<file path="src/rtl/leaf_status_pkg.sv">
// Shared defaults and entry layout for the leaf status aggregation node.
// No logic, so there is no latency.
// No flow control lives here.
package leaf_status_pkg;

    localparam int N_CHILD_DEF = 5;
    localparam int DATA_W_DEF  = 16;
    localparam int DEPTH_DEF   = 2;
    localparam int SEQ_W_DEF   = 8;
    localparam int SRC_W_DEF   = $clog2(N_CHILD_DEF);

    // Layout of one buffered word for the default configuration.
    typedef struct packed {
        logic [DATA_W_DEF-1:0] data;
        logic [SRC_W_DEF-1:0]  src;
        logic [SEQ_W_DEF-1:0]  seq;
    } status_entry_t;

endpackage

</file>
<file path="src/rtl/leaf_status_arbiter_if.sv">
// Child-side and parent-side valid/ready bundle of the aggregation node.
// Wires only, so there is no latency.
// The slave modport is the arbiter: it drives in_ready and out_*; the master drives valid/data/out_ready.
interface leaf_status_arbiter_if
    import leaf_status_pkg::*;
#(
    parameter int N_CHILD = N_CHILD_DEF,
    parameter int DATA_W  = DATA_W_DEF,
    parameter int SEQ_W   = SEQ_W_DEF
);
    localparam int SRC_W = (N_CHILD > 1) ? $clog2(N_CHILD) : 1;

    logic [N_CHILD-1:0]        in_valid;
    logic [N_CHILD*DATA_W-1:0] in_data;
    logic [N_CHILD-1:0]        in_ready;
    logic                      out_valid;
    logic                      out_ready;
    logic [DATA_W-1:0]         out_data;
    logic [SRC_W-1:0]          out_src;
    logic [SEQ_W-1:0]          out_seq;

    modport slave (
        input  in_valid, in_data, out_ready,
        output in_ready, out_valid, out_data, out_src, out_seq
    );

    modport master (
        output in_valid, in_data, out_ready,
        input  in_ready, out_valid, out_data, out_src, out_seq
    );

endinterface

</file>
<file path="src/rtl/rr_arbiter.sv">
// Round-robin request picker: first asserted req searching from ptr upwards, modulo N.
// Purely combinational, zero latency.
// No flow control of its own; the caller decides whether to act on the grant.
module rr_arbiter #(
    parameter int N = 5,
    localparam int IDX_W = (N > 1) ? $clog2(N) : 1
) (
    input  logic [N-1:0]     req,
    input  logic [IDX_W-1:0] ptr,
    output logic [N-1:0]     gnt,
    output logic [IDX_W-1:0] gnt_idx,
    output logic             any
);

    // Walk the N positions starting at ptr and keep the first requester found.
    always_comb begin
        int idx;
        gnt     = '0;
        gnt_idx = '0;
        any     = 1'b0;
        idx     = 0;
        for (int k = 0; k < N; k++) begin
            idx = (int'(ptr) + k) % N;
            if (!any && req[idx]) begin
                any      = 1'b1;
                gnt[idx] = 1'b1;
                gnt_idx  = IDX_W'(idx);
            end
        end
    end

endmodule

</file>
<file path="src/rtl/leaf_status_arbiter.sv">
// Round-robin merge of N_CHILD status channels into one tagged {data, src, seq} stream via a DEPTH FIFO.
// One cycle from handshake to out_valid when the FIFO is empty; later words queue in order.
// in_ready uses the count registered at cycle start, so a full FIFO refuses input even while popping.
module leaf_status_arbiter
    import leaf_status_pkg::*;
#(
    parameter int N_CHILD = N_CHILD_DEF,
    parameter int DATA_W  = DATA_W_DEF,
    parameter int DEPTH   = DEPTH_DEF,
    parameter int SEQ_W   = SEQ_W_DEF
) (
    input  logic                 clk,
    input  logic                 rst,
    leaf_status_arbiter_if.slave bus,
    output logic [15:0]          overflow_cnt
);

    localparam int SRC_W = (N_CHILD > 1) ? $clog2(N_CHILD) : 1;
    localparam int PTR_W = $clog2(DEPTH);

    // Same shape as status_entry_t, but sized by this instance's parameters.
    typedef struct packed {
        logic [DATA_W-1:0] data;
        logic [SRC_W-1:0]  src;
        logic [SEQ_W-1:0]  seq;
    } entry_t;

    entry_t             mem [DEPTH];
    entry_t             last_q;
    entry_t             head;
    entry_t             push_entry;
    logic [PTR_W-1:0]   wr_ptr;
    logic [PTR_W-1:0]   rd_ptr;
    logic [PTR_W:0]     count;
    logic [SRC_W-1:0]   rr_ptr;
    logic [SRC_W-1:0]   gnt_idx;
    logic [SEQ_W-1:0]   seq;
    logic [N_CHILD-1:0] gnt;
    logic               any_req;
    logic               full;
    logic               push;
    logic               pop;

    rr_arbiter #(.N(N_CHILD)) u_arb (
        .req     (bus.in_valid),
        .ptr     (rr_ptr),
        .gnt     (gnt),
        .gnt_idx (gnt_idx),
        .any     (any_req)
    );

    assign full = (count == (PTR_W + 1)'(DEPTH));

    // The grant only lands on a valid child, so any grant offered is an accept.
    assign bus.in_ready = (full || rst) ? '0 : gnt;
    assign push         = any_req && !full && !rst;
    assign pop          = bus.out_valid && bus.out_ready;

    assign push_entry = '{data: bus.in_data[int'(gnt_idx) * DATA_W +: DATA_W],
                          src:  gnt_idx,
                          seq:  seq};

    // When empty the head slot is stale, so show the last word popped instead.
    assign head          = mem[rd_ptr];
    assign bus.out_valid = (count != '0);
    assign bus.out_data  = bus.out_valid ? head.data : last_q.data;
    assign bus.out_src   = bus.out_valid ? head.src  : last_q.src;
    assign bus.out_seq   = bus.out_valid ? head.seq  : last_q.seq;

    // Storage array; contents are only meaningful below count, so no reset needed.
    always_ff @(posedge clk) begin
        if (push) begin
            mem[wr_ptr] <= push_entry;
        end
    end

    // Pointers, occupancy, arbitration pointer, sequence tag and hold register.
    always_ff @(posedge clk or posedge rst) begin
        if (rst) begin
            wr_ptr <= '0;
            rd_ptr <= '0;
            count  <= '0;
            rr_ptr <= '0;
            seq    <= '0;
            last_q <= '0;
        end else begin
            if (push) begin
                wr_ptr <= wr_ptr + 1'b1;
                seq    <= seq + 1'b1;
                rr_ptr <= (int'(gnt_idx) == N_CHILD - 1) ? '0 : gnt_idx + 1'b1;
            end
            if (pop) begin
                rd_ptr <= rd_ptr + 1'b1;
                last_q <= head;
            end
            case ({push, pop})
                2'b10:   count <= count + 1'b1;
                2'b01:   count <= count - 1'b1;
                default: count <= count;
            endcase
        end
    end

    // Saturating count of cycles where a child was blocked by a full FIFO.
    always_ff @(posedge clk or posedge rst) begin
        if (rst) begin
            overflow_cnt <= '0;
        end else if (full && (|bus.in_valid) && (overflow_cnt != 16'hFFFF)) begin
            overflow_cnt <= overflow_cnt + 16'd1;
        end
    end

endmodule

</file>
<file path="src/flat_wrapper.sv">
// flat-port wrapper written by rule: the top's interface ports become plain ports
module leaf_status_arbiter_flat import leaf_status_pkg::*;
#(
    parameter int N_CHILD = N_CHILD_DEF,
    parameter int DATA_W  = DATA_W_DEF,
    parameter int DEPTH   = DEPTH_DEF,
    parameter int SEQ_W   = SEQ_W_DEF
)
  (clk, rst, overflow_cnt, bus_in_valid, bus_in_data, bus_out_ready, bus_in_ready, bus_out_valid, bus_out_data, bus_out_src, bus_out_seq);
  leaf_status_arbiter_if #(.N_CHILD(N_CHILD), .DATA_W(DATA_W), .SEQ_W(SEQ_W)) bus_i ();
  input  logic clk;
  input  logic rst;
  output logic [15:0] overflow_cnt;
  input wire logic [$bits(bus_i.in_valid)-1:0] bus_in_valid;
  input wire logic [$bits(bus_i.in_data)-1:0] bus_in_data;
  input wire logic [$bits(bus_i.out_ready)-1:0] bus_out_ready;
  output wire logic [$bits(bus_i.in_ready)-1:0] bus_in_ready;
  output wire logic [$bits(bus_i.out_valid)-1:0] bus_out_valid;
  output wire logic [$bits(bus_i.out_data)-1:0] bus_out_data;
  output wire logic [$bits(bus_i.out_src)-1:0] bus_out_src;
  output wire logic [$bits(bus_i.out_seq)-1:0] bus_out_seq;
  assign bus_i.in_valid = bus_in_valid;
  assign bus_i.in_data = bus_in_data;
  assign bus_i.out_ready = bus_out_ready;
  assign bus_in_ready = bus_i.in_ready;
  assign bus_out_valid = bus_i.out_valid;
  assign bus_out_data = bus_i.out_data;
  assign bus_out_src = bus_i.out_src;
  assign bus_out_seq = bus_i.out_seq;
  leaf_status_arbiter #(.N_CHILD(N_CHILD), .DATA_W(DATA_W), .DEPTH(DEPTH), .SEQ_W(SEQ_W)) u_core (.clk(clk), .rst(rst), .bus(bus_i), .overflow_cnt(overflow_cnt));
endmodule
</file>
<file path="config.mk">
export PLATFORM = sky130hd
export DESIGN_NAME = leaf_status_arbiter_flat
export DESIGN_NICKNAME = d
export VERILOG_FILES = /design/src/rtl/leaf_status_pkg.sv /design/src/rtl/leaf_status_arbiter_if.sv /design/src/rtl/rr_arbiter.sv /design/src/rtl/leaf_status_arbiter.sv /design/src/flat_wrapper.sv
export SDC_FILE = /design/constraint.sdc
export NUM_CORES = 1
export LEC_CHECK = 0
export BUFFER_PORTS_ARGS = -buffer_cell sky130_fd_sc_hd__buf_2
export CAP_MARGIN = 20
export CELL_PAD_IN_SITES_DETAIL_PLACEMENT = 1
export CELL_PAD_IN_SITES_GLOBAL_PLACEMENT = 2
export CORE_ASPECT_RATIO = 1.5
export CORE_MARGIN = 10
export CORE_UTILIZATION = 38
export DETAILED_ROUTE_END_ITERATION = 8
export MAX_ROUTING_LAYER = met4
export PLACE_DENSITY_LB_ADDON = 0.05
export SYNTH_ARGS = -nofsm -noshare
export SYNTH_HDL_FRONTEND = slang
export SYNTH_SLANG_ARGS = --single-unit
</file>
<file path="constraint.sdc">
create_clock -name clk -period 10.95 [get_ports clk]
set_input_delay 2.19 -clock clk [delete_from_list [all_inputs] [get_ports clk]]
set_output_delay 2.19 -clock clk [all_outputs]
set_load 0.05 [all_outputs]
</file>
# --- Word-level counts from Yosys, hierarchy flattened ---
# Memory sizes are Yosys's and may differ from the RTL's.
# Index checks and enable logic that the tools add are counted.
classes:
  n_eq_ne: 5
  add_sub_neg: 11
  mux: 48
  shifts: 1
  reduce_logical: 24
  bitwise_logic: 4
  n_div: 5
  n_lt_le_gt_ge: 10
ops:
  columns: ["op", "count"]
  rows:
  - ["32-bit by 1-bit greater-or-equal comparator with 1-bit output, second input constant", 5]
  - ["32-bit by 5-bit < comparator with 1-bit output, second input constant", 5]
  - ["32-bit by 4-bit modulo with 32-bit output, second input constant", 4]
  - ["80-bit by 8-bit indexed part select with 16-bit output", 1]
  - ["4-bit by 4-bit modulo with 32-bit output, second input constant", 1]
  - ["5-bit two-way mux", 6]
  - ["1-bit two-way mux", 22]
  - ["3-bit two-way mux", 7]
  - ["5-bit OR", 4]
  - ["16-bit by 1-bit adder with 16-bit output, second input constant", 1]
  - ["16-bit two-way mux", 1]
  - ["16-bit inequality test, second input constant", 1]
  - ["1-bit binary-select mux with 3-bit select", 5]
  - ["1-bit demux with 3-bit select", 5]
  - ["1-bit logical AND", 14]
  - ["3-bit by 2-bit adder with 4-bit output, second input constant", 2]
  - ["8-bit by 1-bit adder with 8-bit output, second input constant", 1]
  - ["8-bit two-way mux", 1]
  - ["1-bit logical NOT", 6]
  - ["5-bit OR reduction", 1]
  - ["3-bit by 1-bit adder with 4-bit output, second input constant", 1]
  - ["3-bit by 3-bit adder with 4-bit output, second input constant", 1]
  - ["2-bit equality test, second input constant", 2]
  - ["2-bit case mux with 2 select lines", 1]
  - ["other kinds (8)", 10]
word_totals:
  wordCells: 118
  n_memories: 1
  mem_bits_rw: 54
  output_inout_bits: 49
  reg_bits: 58
memory_table:
  columns: ["memory", "words", "word_bits", "read_ports", "rd_clocked_by_memory_dff", "write_ports", "line_no", "rtl"]
  rows:
  - ["u_core.mem", 2, 27, 1, 0, 1, "leaf_status_arbiter.sv:28", "entry_t mem [DEPTH];"]

# --- Longest topological paths before layout ---
logic_depth:
  word_depth: 21
  depth_mapped: 27
  depth_no_buf: 22

# --- Cells and area by module ---
# Synthesis repeated with hierarchy kept, for this count alone.
hier_totals:
  hier_cells: 784
  area_unflattened_um2: 7601.0
modules_own_cells:
  columns: ["module", "area_per_inst_um2", "cells_each", "instances", "seq_area_each_um2"]
  rows:
  - ["leaf_status_arbiter", 5317.6, 450, 1, 3072.9]
  - ["rr_arbiter", 2283.4, 334, 1, 0.0]

# --- Worst setup path before layout ---
# OpenSTA, ideal clock, no wires.
synth_path:
  path_type: "flip-flop to output port"
  start: "register u_core.rr_ptr[0]"
  end: "output bus_in_ready[3]"
  slack_ns: 2.478
  stages_incl_launch_ff: 24
  t_arrival_ns: 6.282
  required_ns: 8.760
  path_cell_list: "dfrtp_1 > buf_2 > buf_1 > clkbuf_1 > inv_1 > ha_1 > inv_1 > ha_1 > clkbuf_1 > inv_1 > ha_1 > or3_1 > nand2_1 > xnor2_1 > ha_1 > nand2b_1 > a32oi_4 > xnor2_1 > a31o_1 > o32a_1 > or3_1 > nor3_1 > nand3_1 > a31oi_1"
synth_between:
  elab_chain_cells: 18
synth_lines:
  columns: ["item", "line_no", "rtl"]
  rows:
  - ["start, declared", "leaf_status_arbiter.sv:35", "logic [SRC_W-1:0] rr_ptr;"]
  - ["start signal, assigned", "leaf_status_arbiter.sv:90", "rr_ptr <= (int'(gnt_idx) == N_CHILD - 1) ? '0 : gnt_idx + 1'b1;"]
  - ["parallel branches: the longest is 16 deep, another holds 32-bit by 4-bit modulo with 32-bit output", null, null]
  - ["5-bit two-way mux (*)", "rr_arbiter.sv:24", "if (!any && req[idx]) begin"]
  - ["5-bit two-way mux (*)", "leaf_status_arbiter.sv:55", "assign bus.in_ready = (full || rst) ? '0 : gnt;"]
  - ["end, declared", "flat_wrapper.sv:17", "output wire logic [$bits(bus_i.in_ready)-1:0] bus_in_ready;"]
# Mark *: on every way between the ends. The select of a mux whose other input is x is not followed.

# --- Worst setup path in the final report ---
layout_path:
  start: "register u_core.rr_ptr[1]"
  end: "output bus_in_ready[2]"
# The elaborated chain is that of the path after synthesis.

==> flow_summary_export.csv <==
group,metric,value,unit
synthesis,yosys_warnings,0,
worst_setup_path,arrival,6.61,ns
worst_setup_path,path_common_cell,"ha_1",
finish,layout.nets,981,
die,die-width,132,um
routing,via_count,6090,
sta,period_minus_slack,8.80,ns
sta,drv_slew,0,
sta,rsz0062_at_grt,"no",
clocking,cts_buffers,9,
synthesis,synth_edf_count,54,
worst_setup_path,worstSetupPathType,"reg2out",
sta,fmax,114,MHz
worst_setup_path,cp-end-kind,"primary output",
global_routing,met3_usage,0.0253,
sta,worst_pin_slew,1.04,ns
synthesis,ys.flop_type,"dfrtp_1",
worst_setup_path,start_kind,"flip-flop",
finish,most-common-layout-cells,"136 x buf_2, 71 x nand2_1, 70 x nor2_1, 68 x mux2i_1, 58 x dfrtp_1",
clocking,holdBufCountCts,0,
clocking,clockBufferDepth,2,
routing,antenna_left,0,
worst_setup_path,critPathMaxStageDelay,0.78,ns
synthesis,syn-cell-area,7190,um2
clocking,cts.sinks,112,
die,pin_count,137,
global_routing,antenna_found_initial,0,
clocking,cts_resized,0,
routing,wire_per_inst,19.8,um
global_routing,grt_pass1_vias,6609,
worst_setup_path,cp.required,8.76,ns
clocking,clkTransAtPathRegs,0.08,ns
die,die_y,188,um
finish,drive_gt1_frac,0.214,
clocking,postCtsSetupBuffers,0,
clocking,cts_tree,"built",
worst_hold_path,hold_start,"u_core.last_q[20]",
synthesis,yosys.area.top_type,"edfxtp_1",
sta,skew,0.0143,ns
finish,area_growth,17.2,%
die,initial_core_util,0.388,
global_routing,use_met1,0.186,
sta,finalCritPeriodShare,0.804,
synthesis,yosys.area.top_type_share,0.225,
die,die_area,24900,um2
sta,fin_setup_tns,0,ns
sta,setup_viol,0,
worst_setup_path,cp_max_fo,16,
worst_setup_path,path_cells,"clkinv_1, ha_1, inv_1, ha_1, or3_1, nand2_1, xnor2_1, ha_1, nand2b_1, a32oi_4, mux2i_1, a31o_1, o32a_1, or3_1, nor3_1, nand2b_1, a31oi_1, buf_2",
die,core,18500,um2
global_routing,grt_max_degree,57,
sta,relSlewSlack,0.308,
worst_setup_path,path_delay_family,"simple AND/OR/NAND/NOR gates",
worst_hold_path,hold_class,"reg2reg",
clocking,insertion_delay,0.36,ns
clocking,cts_htree_levels,3,
finish,final_common_cell,"buf_2",
worst_setup_path,cpMaxStageDelayCell,"ha_1",
global_routing,grt_usage,0.179,
routing,routed_wl,22.1,mm
synthesis,synth_nets,861,
die,rows,61,
status,status,"finished, final reports clean",
routing,drtPass1Iterations,4,
placed_design,hpwl,17.4,mm
global_routing,grt_pass1_wl,35.2,mm
synthesis,synth_seq_cells,112,
global_routing,grt_busiest_layer,"met2",
synthesis,synth-seq-area-share,0.427,
synthesis,ys_types,69,
placed_design,globalplace.congestion,0.924,
routing,drt-initial-drc-count,297,
worst_setup_path,startpoint,"u_core.rr_ptr[1]",
finish,antenna_cells,0,
clocking,root_buffer,"clkbuf_16",
synthesis,synthTopCellsByArea,"edfxtp_1 23%, dfrtp_1 20%, mux2i_1 9.5%",
synthesis,synth-async-reset-ratio,0.518,
routing,drc,0,
worst_setup_path,path_buf_inv,3,
worst_setup_path,rr_startpoint,"u_core.rr_ptr[1]",
global_routing,overflow,0,
routing,via_per_inst,5.45,
sta,finalHoldViolations,0,
synthesis,postSynthAreaPerCell,9.71,um2
global_routing,use_met2,0.334,
synthesis,synthesis.instances,741,
placed_design,portBuffers,136,
job,cap_violations,0,
## worst min-delay path: cells and delay by family, from the launching register on
kind             cells  cell delay [ns]
AO/OA/AOI/OAI        1             0.06
flip-flops           1             0.35
AND/OR/NAND/NOR      1             0.05
## cell usage after synthesis (all sizes together), types with 4 or more instances
| library cell | instances |
|---|---|
| nand2b | 7 |
| a222oi | 4 |
| buf | 18 |
| xnor2 | 28 |
| clkbuf | 20 |
| and2 | 6 |
| mux2i | 68 |
| or3 | 8 |
| edfxtp | 54 |
| nor2b | 5 |
| a211oi | 4 |
| ha | 32 |
| a21oi | 50 |
| nand2 | 71 |
| nand4 | 4 |
| mux2 | 5 |
| nor3 | 15 |
| a31oi | 13 |
| nand3 | 19 |
| xor2 | 13 |
| nor2 | 71 |
| o21ai | 44 |
| a221oi | 17 |
| dfrtp | 58 |
| inv | 27 |
| o211ai | 5 |
| nor4 | 6 |
| or2 | 6 |
## metrics by stage
step / utilization / hold slack, ns / setup slack (ns) / area [um2] / std cells
6_report: 0.455 / 0.487 / 2.15 / 8430 / 1118
5_1_grt: 0.455 / 0.512 / 1.60 / 8430 / 1118
4_1_cts: 0.454 / 0.491 / 2.11 / 8410 / 1117
3_5_place_dp: 0.436 / 0.471 / 2.52 / 8080 / 1101
3_3_place_gp: 0.436 / 0.462 / 2.86 / 8080 / 1101
2_1_floorplan: - / 0.451 / 2.48 / 7190 / 741
## sequential cells by signal, summed over array words and instances, names as in the netlist
| register | count |
|---|---|
| u_core.count | 2 |
| u_core.last_q | 27 |
| u_core.mem | 54 |
| u_core.overflow_cnt | 16 |
| u_core.rd_ptr | 1 |
| u_core.rr_ptr | 3 |
| u_core.seq | 8 |
| u_core.wr_ptr | 1 |
## cell families after synthesis
kind of cell	Yosys count	share of synthesized area
adders and majority gates	33	0.0571
buffers and inverters	66	0.0402
xor gates and xnor gates	41	0.0499
DFF	112	0.427
and+or+nand+nor	233	0.151
muxes	73	0.103
AOI/OAI and AO/OA	183	0.172
## cell type report
class,count,area [um2]
clock buffer,9,225
clock inverter,7,105
fill,2166,10100
inverter,28,105
multi-input combinational,563,3830
sequential,112,3070
tap,252,315
timing repair buffer,147,776
## final timing paths
kind	to	slack, ns	depth (start not counted)
max	bus_in_ready[2]	2.15	18
min in group asynchronous	u_core.overflow_cnt[8]	1.92	2
max reg2reg	u_core.mem[1][26]	4.06	17
min	u_core.last_q[20]	0.49	2
max in group asynchronous	u_core.last_q[15]	8.12	3
min reg2reg	u_core.last_q[20]	0.49	2
## layer usage
metal	wire, um	part of all wire	up-vias
met1	8800	0.40	3004
li1	-	-	2955
met2	12100	0.55	101
met4	600	0.027	0
met5	0	0	-
met3	574	0.026	30
Power is not shown: default switching activity piles up to over one toggle a cycle in this logic, so the estimate is an artifact.
